==> src/rtl/msdap_pkg.sv <==
`default_nettype none
// ============================================================================
//  Module      : msdap_pkg
//  Description : Shared constants and types for the MSDAP serial front end.
//  Revision    : 1.0 - initial release
// ============================================================================
package msdap_pkg;

    localparam int WORD_BITS   = 16;
    localparam int RJ_WORDS    = 16;
    localparam int COEFF_WORDS = 512;
    localparam int INDEX_W     = 10;
    localparam int BITCNT_W    = $clog2(WORD_BITS) + 1;

    // Tag of a received word, from its position in the load sequence
    typedef enum logic [1:0] {
        PH_RJ    = 2'd0,
        PH_COEFF = 2'd1,
        PH_DATA  = 2'd2
    } phase_e;

    // Word deserialiser states
    typedef enum logic [0:0] {
        ST_IDLE  = 1'b0,
        ST_SHIFT = 1'b1
    } rx_state_e;

endpackage
`default_nettype wire

==> src/rtl/msdap_frame_rx_if.sv <==
`default_nettype none
// ============================================================================
//  Module      : msdap_frame_rx_if
//  Description : Serial input pins and received-word bus of the MSDAP front end.
//  Revision    : 1.0 - initial release
// ============================================================================
interface msdap_frame_rx_if;

    logic                           DCLK;
    logic                           Frame;
    logic                           InputL;
    logic                           InputR;
    logic                           Enable;
    logic                           Restart;
    logic                           rx_valid;
    logic [msdap_pkg::WORD_BITS-1:0] rx_left;
    logic [msdap_pkg::WORD_BITS-1:0] rx_right;
    logic [1:0]                     rx_phase;
    logic [msdap_pkg::INDEX_W-1:0]  rx_index;
    logic                           frame_err;

    // Receiver side
    modport slave (
        input  DCLK, Frame, InputL, InputR, Enable, Restart,
        output rx_valid, rx_left, rx_right, rx_phase, rx_index, frame_err
    );

    // Transmitter / controller side
    modport master (
        output DCLK, Frame, InputL, InputR, Enable, Restart,
        input  rx_valid, rx_left, rx_right, rx_phase, rx_index, frame_err
    );

endinterface
`default_nettype wire

==> src/rtl/msdap_sync_edge.sv <==
`default_nettype none
// ============================================================================
//  Module      : msdap_sync_edge
//  Description : Two-flop synchroniser for one bit, optional falling-edge pulse.
//  Revision    : 1.0 - initial release
// ============================================================================
module msdap_sync_edge #(
    parameter bit FALL_EN = 1'b0
) (
    input  logic Sclk,
    input  logic Reset,
    input  logic d_i,
    output logic q_o,
    output logic fall_o
);

    logic meta_q;
    logic sync_q;

    // Two-stage metastability filter
    always_ff @(posedge Sclk or posedge Reset) begin
        if (Reset) begin
            meta_q <= 1'b0;
            sync_q <= 1'b0;
        end else begin
            meta_q <= d_i;
            sync_q <= meta_q;
        end
    end

    assign q_o = sync_q;

    generate
        if (FALL_EN) begin : g_fall
            logic prev_q;

            // Delayed copy of the synchronised level for edge detection
            always_ff @(posedge Sclk or posedge Reset) begin
                if (Reset) begin
                    prev_q <= 1'b0;
                end else begin
                    prev_q <= sync_q;
                end
            end

            assign fall_o = prev_q & ~sync_q;
        end else begin : g_no_fall
            assign fall_o = 1'b0;
        end
    endgenerate

endmodule
`default_nettype wire

==> src/rtl/msdap_frame_rx.sv <==
`default_nettype none
// ============================================================================
//  Module      : msdap_frame_rx
//  Description : Oversampling deserialiser for framed 16-bit L/R serial words,
//                tagging each word as Rj, coefficient or data.
//  Revision    : 1.0 - initial release
// ============================================================================
module msdap_frame_rx
    import msdap_pkg::*;
(
    input  logic            Sclk,
    input  logic            Reset,
    msdap_frame_rx_if.slave bus
);

    logic       dclk_fall;
    logic       frame_s;
    logic       inl_s;
    logic       inr_s;
    logic       unused_dclk_lvl;
    logic [2:0] unused_fall;

    msdap_sync_edge #(.FALL_EN(1'b1)) u_sync_dclk (
        .Sclk(Sclk), .Reset(Reset), .d_i(bus.DCLK),
        .q_o(unused_dclk_lvl), .fall_o(dclk_fall)
    );
    msdap_sync_edge #(.FALL_EN(1'b0)) u_sync_frame (
        .Sclk(Sclk), .Reset(Reset), .d_i(bus.Frame),
        .q_o(frame_s), .fall_o(unused_fall[0])
    );
    msdap_sync_edge #(.FALL_EN(1'b0)) u_sync_inl (
        .Sclk(Sclk), .Reset(Reset), .d_i(bus.InputL),
        .q_o(inl_s), .fall_o(unused_fall[1])
    );
    msdap_sync_edge #(.FALL_EN(1'b0)) u_sync_inr (
        .Sclk(Sclk), .Reset(Reset), .d_i(bus.InputR),
        .q_o(inr_s), .fall_o(unused_fall[2])
    );

    rx_state_e              state_q, state_d;
    logic [BITCNT_W-1:0]    bit_cnt_q, bit_cnt_d;
    logic [WORD_BITS-1:0]   shl_q, shl_d;
    logic [WORD_BITS-1:0]   shr_q, shr_d;
    logic                   valid_q, valid_d;
    logic                   ferr_q, ferr_d;
    logic [WORD_BITS-1:0]   left_q, left_d;
    logic [WORD_BITS-1:0]   right_q, right_d;
    phase_e                 out_phase_q, out_phase_d;
    logic [INDEX_W-1:0]     out_index_q, out_index_d;
    phase_e                 phase_q, phase_d;      // tag for the next word
    logic [INDEX_W-1:0]     index_q, index_d;
    logic                   w_complete;

    // Last bit of a word arrives on this sample (Frame low, 15 bits held)
    assign w_complete = dclk_fall && (state_q == ST_SHIFT) && !frame_s &&
                        (bit_cnt_q == BITCNT_W'(WORD_BITS - 1));

    // Next-state: deserialiser FSM, output capture and phase/index counter
    always_comb begin
        state_d     = state_q;
        bit_cnt_d   = bit_cnt_q;
        shl_d       = shl_q;
        shr_d       = shr_q;
        valid_d     = 1'b0;
        ferr_d      = 1'b0;
        left_d      = left_q;
        right_d     = right_q;
        out_phase_d = out_phase_q;
        out_index_d = out_index_q;
        phase_d     = phase_q;
        index_d     = index_q;

        if (bus.Restart) begin
            // Restart beats a coinciding word completion
            state_d   = ST_IDLE;
            bit_cnt_d = '0;
            phase_d   = PH_RJ;
            index_d   = '0;
        end else if (w_complete) begin
            // Delivered even if Enable drops on this very cycle
            valid_d     = 1'b1;
            left_d      = {shl_q[WORD_BITS-2:0], inl_s};
            right_d     = {shr_q[WORD_BITS-2:0], inr_s};
            out_phase_d = phase_q;
            out_index_d = index_q;
            state_d     = ST_IDLE;
            bit_cnt_d   = '0;
            unique case (phase_q)
                PH_RJ: begin
                    if (index_q == INDEX_W'(RJ_WORDS - 1)) begin
                        phase_d = PH_COEFF;
                        index_d = '0;
                    end else begin
                        index_d = index_q + INDEX_W'(1);
                    end
                end
                PH_COEFF: begin
                    if (index_q == INDEX_W'(COEFF_WORDS - 1)) begin
                        phase_d = PH_DATA;
                        index_d = '0;
                    end else begin
                        index_d = index_q + INDEX_W'(1);
                    end
                end
                default: index_d = index_q + INDEX_W'(1);  // DATA wraps mod 1024
            endcase
        end else if (!bus.Enable) begin
            state_d   = ST_IDLE;
            bit_cnt_d = '0;
        end else if (dclk_fall) begin
            if (frame_s) begin
                // Frame always starts a new word; mid-word it is an error
                ferr_d    = (state_q == ST_SHIFT);
                shl_d     = {{(WORD_BITS-1){1'b0}}, inl_s};
                shr_d     = {{(WORD_BITS-1){1'b0}}, inr_s};
                bit_cnt_d = BITCNT_W'(1);
                state_d   = ST_SHIFT;
            end else if (state_q == ST_SHIFT) begin
                shl_d     = {shl_q[WORD_BITS-2:0], inl_s};
                shr_d     = {shr_q[WORD_BITS-2:0], inr_s};
                bit_cnt_d = bit_cnt_q + BITCNT_W'(1);
            end
        end
    end

    // State and output registers
    always_ff @(posedge Sclk or posedge Reset) begin
        if (Reset) begin
            state_q     <= ST_IDLE;
            bit_cnt_q   <= '0;
            shl_q       <= '0;
            shr_q       <= '0;
            valid_q     <= 1'b0;
            ferr_q      <= 1'b0;
            left_q      <= '0;
            right_q     <= '0;
            out_phase_q <= PH_RJ;
            out_index_q <= '0;
            phase_q     <= PH_RJ;
            index_q     <= '0;
        end else begin
            state_q     <= state_d;
            bit_cnt_q   <= bit_cnt_d;
            shl_q       <= shl_d;
            shr_q       <= shr_d;
            valid_q     <= valid_d;
            ferr_q      <= ferr_d;
            left_q      <= left_d;
            right_q     <= right_d;
            out_phase_q <= out_phase_d;
            out_index_q <= out_index_d;
            phase_q     <= phase_d;
            index_q     <= index_d;
        end
    end

    assign bus.rx_valid  = valid_q;
    assign bus.frame_err = ferr_q;
    assign bus.rx_left   = left_q;
    assign bus.rx_right  = right_q;
    assign bus.rx_phase  = out_phase_q;
    assign bus.rx_index  = out_index_q;

endmodule
`default_nettype wire

==> src/flat_wrapper.sv <==
// flat-port wrapper written by rule: the top's interface ports become plain ports
module msdap_frame_rx_flat import msdap_pkg::*;
  (Sclk, Reset, bus_DCLK, bus_Frame, bus_InputL, bus_InputR, bus_Enable, bus_Restart, bus_rx_valid, bus_rx_left, bus_rx_right, bus_rx_phase, bus_rx_index, bus_frame_err);
  msdap_frame_rx_if bus_i ();
  input  logic Sclk;
  input  logic Reset;
  input wire logic [$bits(bus_i.DCLK)-1:0] bus_DCLK;
  input wire logic [$bits(bus_i.Frame)-1:0] bus_Frame;
  input wire logic [$bits(bus_i.InputL)-1:0] bus_InputL;
  input wire logic [$bits(bus_i.InputR)-1:0] bus_InputR;
  input wire logic [$bits(bus_i.Enable)-1:0] bus_Enable;
  input wire logic [$bits(bus_i.Restart)-1:0] bus_Restart;
  output wire logic [$bits(bus_i.rx_valid)-1:0] bus_rx_valid;
  output wire logic [$bits(bus_i.rx_left)-1:0] bus_rx_left;
  output wire logic [$bits(bus_i.rx_right)-1:0] bus_rx_right;
  output wire logic [$bits(bus_i.rx_phase)-1:0] bus_rx_phase;
  output wire logic [$bits(bus_i.rx_index)-1:0] bus_rx_index;
  output wire logic [$bits(bus_i.frame_err)-1:0] bus_frame_err;
  assign bus_i.DCLK = bus_DCLK;
  assign bus_i.Frame = bus_Frame;
  assign bus_i.InputL = bus_InputL;
  assign bus_i.InputR = bus_InputR;
  assign bus_i.Enable = bus_Enable;
  assign bus_i.Restart = bus_Restart;
  assign bus_rx_valid = bus_i.rx_valid;
  assign bus_rx_left = bus_i.rx_left;
  assign bus_rx_right = bus_i.rx_right;
  assign bus_rx_phase = bus_i.rx_phase;
  assign bus_rx_index = bus_i.rx_index;
  assign bus_frame_err = bus_i.frame_err;
  msdap_frame_rx u_core (.Sclk(Sclk), .Reset(Reset), .bus(bus_i));
endmodule
==> config.mk <==
export PLATFORM = sky130hd
export DESIGN_NAME = msdap_frame_rx_flat
export DESIGN_NICKNAME = d
export VERILOG_FILES = /design/src/rtl/msdap_pkg.sv /design/src/rtl/msdap_frame_rx_if.sv /design/src/rtl/msdap_sync_edge.sv /design/src/rtl/msdap_frame_rx.sv /design/src/flat_wrapper.sv
export SDC_FILE = /design/constraint.sdc
export NUM_CORES = 1
export LEC_CHECK = 0
export CAP_MARGIN = 25
export CORE_ASPECT_RATIO = 1.4
export CORE_MARGIN = 2
export CORE_UTILIZATION = 40
export CTS_CLUSTER_SIZE = 10
export DETAILED_ROUTE_END_ITERATION = 12
export DONT_BUFFER_PORTS = 1
export GPL_TIMING_DRIVEN = 0
export HOLD_SLACK_MARGIN = 0.03
export PLACE_DENSITY_LB_ADDON = 0.25
export SKIP_LAST_GASP = 1
export SYNTH_ARGS = -nofsm -noshare
export SYNTH_HDL_FRONTEND = slang
export SYNTH_HIERARCHICAL = 1
export SYNTH_SLANG_ARGS = --single-unit
==> constraint.sdc <==
create_clock -name Sclk -period 3.6 [get_ports Sclk]
set_input_delay 0.9 -clock Sclk [delete_from_list [all_inputs] [get_ports Sclk]]
set_output_delay 0.9 -clock Sclk [all_outputs]
set_load 0.1 [all_outputs]
==> run metrics <==
clock tree from TritonCTS done; Synth Area per Inst 12.31 um2; per-cell routed wire length 16.44 um; antenna violations before repair 0; I/O Buffers 0; final antenna diode count 0; maximum count of clock buffers along a single path 2; area of the core 0.01029 mm2; Setup Fix Bufs, Post-CTS 0; global router's overall resource usage 15.32%; slowest CP cell sky130_fd_sc_hd__clkbuf_1; setup ws final 1.047 ns; Seq. cell area 0.002577 mm2; library cell used as clock root buffer sky130_fd_sc_hd__clkbuf_16; die extent in y 125.4 um; max cap viols 0; clock-pin slew reported for the worst setup and hold paths after clock tree synthesis 0.07 ns; Worst EP arrival 2.80 ns; fraction of layout instances using a drive strength above 1 22.01%; number of core rows 44; Nets 365; crit path time final 2.553 ns; number of gates resized after CTS 0; Boundary Pins 54; data required time of the critical path 3.85 ns; crit path launch type flop; accumulated negative setup slack 0 ns; Fin. Hold Viols 0; setup slack of the worst register-to-register path 1.05 ns; largest incremental delay on the critical path 0.41 ns; Critical R2R Capture u_core/shl_q[1]$_DFFE_PP0P_; gr ovfl total 0; detailed-placement wirelength estimate 5768 um; number of buffers added by the clock tree synthesis step 9; vias 2592; Max Clock Skew 0.009139 ns; slew at the pin closest to its max-slew limit 0.9341 ns; antenna-violating nets left 0; Layout fillers 943; met2 global-route usage 24.80%; DR DRC count 0; capturing element type of the critical path flop; total number of H-tree levels 3; utilization after layout 46.06%; global-route wire length before repair 13780 um; RSZ-0062 raised after global routing false; total power density per cell area 486.6 mW/mm2; number of slew-limit violations in the final report 0; sinks on the clock net 103; final clock period utilization by the worst path 70.92%; vias in the first global route 2679; total wire length after detailed routing 8169 um; nets in the synthesized netlist 353; count of routing violations after the opening detailed-route iteration 119; post-synthesis instance total 342; warnings from Yosys 6; final-report setup violation count 0; hold buffers post-CTS 0; worst slack after detailed placement 1.060 ns; multi-input logic area 0.001540 mm2; leakage dissipation 2.187 nW; Reg2Reg Depth 9; result of the run complete, no violations; busiest metal layer after global routing met2; die outline width 90.70 um; buffers and inverters on the worst path 2; met1 demand-to-capacity share in global routing 18.13%; cell family with the largest share of critical-path delay simple AND/OR/NAND/NOR gates; fmax 391.7 MHz; Reg2Reg Launch Point u_core/bit_cnt_q[0]$_DFFE_PP0P_; DRT Pass-1 Iters 4; CP Cell Sequence ha_1 -> and3_1 -> ha_1 -> nand4b_1 -> nand4_1 -> clkbuf_1 -> clkbuf_1 -> nand2_1 -> o21ai_0; largest net degree at the start of global routing 74; via count normalized by instance count 5.215; initial core utilization 40.88%; Skew-Pair Late Insertion Delay 0.35 ns; worst hold margin 0.2855 ns; area of the mapped netlist 0.004209 mm2; Slew headroom 37.73%; highest ir drop seen on vdd 0.2609 mV; largest driver fanout on the critical path 10; die area 0.01137 mm2; routability-driven placement congestion ratio 0.7821; Crit Path Category reg -> reg; worst min path class in -> async; layout-stage area growth over the synthesis result 12.66%; fraction of met3 tracks used by global routing 4.458%; sum of internal, switching and leakage power 2.307 mW
==> where the power goes <==
group | switching, mW | total (mW) | internal [mW]
clock network | 0.425 | 1.06 | 0.633
logic | 0.0422 | 0.0629 | 0.0207
registers | 0.0131 | 1.19 | 1.17
==> cells in the final DEF (no fill, tap or decap), types with 5 or more instances in the layout <==
cell	n
sky130_fd_sc_hd__o21ai_0	34
sky130_fd_sc_hd__clkbuf_1	9
sky130_fd_sc_hd__mux2_2	46
sky130_fd_sc_hd__dfrtp_1	103
sky130_fd_sc_hd__nand2_1	42
sky130_fd_sc_hd__inv_1	9
sky130_fd_sc_hd__nand2b_1	30
sky130_fd_sc_hd__nor2_1	7
sky130_fd_sc_hd__o31ai_1	5
sky130_fd_sc_hd__clkbuf_16	9
==> final cells by class <==
class	count	area share, %
buffer	13	1.135
clock inverter	6	1.926
timing repair buffer	1	0.5805
clock buffer	10	5.040
multi-input combinational	216	32.48
inverter	10	0.8443
sequential	103	54.35
tap	138	3.641
==> sequential cells by signal (all words and copies together) (netlist names) <==
name / cells
u_core/u_sync_inl/q_o: 1
u_core/phase_q: 2
u_core/bus.rx_valid: 1
u_core/u_sync_frame/meta_q: 1
u_core/u_sync_inl/meta_q: 1
u_core/state_q: 1
u_core/shl_q: 15
u_core/bus.rx_left: 16
u_core/bus.rx_phase: 2
u_core/u_sync_dclk/q_o: 1
u_core/u_sync_frame/q_o: 1
u_core/u_sync_inr/q_o: 1
u_core/shr_q: 15
u_core/bus.rx_right: 16
u_core/u_sync_dclk/meta_q: 1
u_core/u_sync_dclk/g_fall.prev_q: 1
u_core/bus.frame_err: 1
u_core/bus.rx_index: 10
u_core/index_q: 10
u_core/bit_cnt_q: 5
u_core/u_sync_inr/meta_q: 1
==> layer usage <==
metal | vias to the layer above | wire (um)
met5 | - | 0
met4 | 0 | 231
met3 | 14 | 430
met2 | 47 | 4107
met1 | 1323 | 3400
li1 | 1208 | -
==> how the worst max path moves through the flow <==
| stage | from | end | slack (ns) | cells after the start |
|---|---|---|---|---|
| after floorplan | Reset | u_core/bit_cnt_q[0]$_DFFE_PP0P_ | 0.25 | 1 |
| after global placement | Reset | u_core/bus.rx_left[6]$_DFFE_PP0P_ | -0.76 | 1 |
| after detailed placement | u_core/bit_cnt_q[0]$_DFFE_PP0P_ | u_core/shl_q[1]$_DFFE_PP0P_ | 1.06 | 9 |
| after CTS | u_core/bit_cnt_q[0]$_DFFE_PP0P_ | u_core/shr_q[10]$_DFFE_PP0P_ | 1.03 | 9 |
| after global routing | u_core/bit_cnt_q[0]$_DFFE_PP0P_ | u_core/shl_q[10]$_DFFE_PP0P_ | 0.71 | 9 |
| final | u_core/bit_cnt_q[0]$_DFFE_PP0P_ | u_core/shl_q[1]$_DFFE_PP0P_ | 1.05 | 9 |
==> metrics by stage <==
stage          cells  area (um2)
2_1_floorplan    342        4209
3_3_place_gp     480        4382
3_5_place_dp     481        4412
4_1_cts          497        4742
5_1_grt          497        4742
6_report         497        4742
No activity file was read; power rests on OpenSTA's default activity.
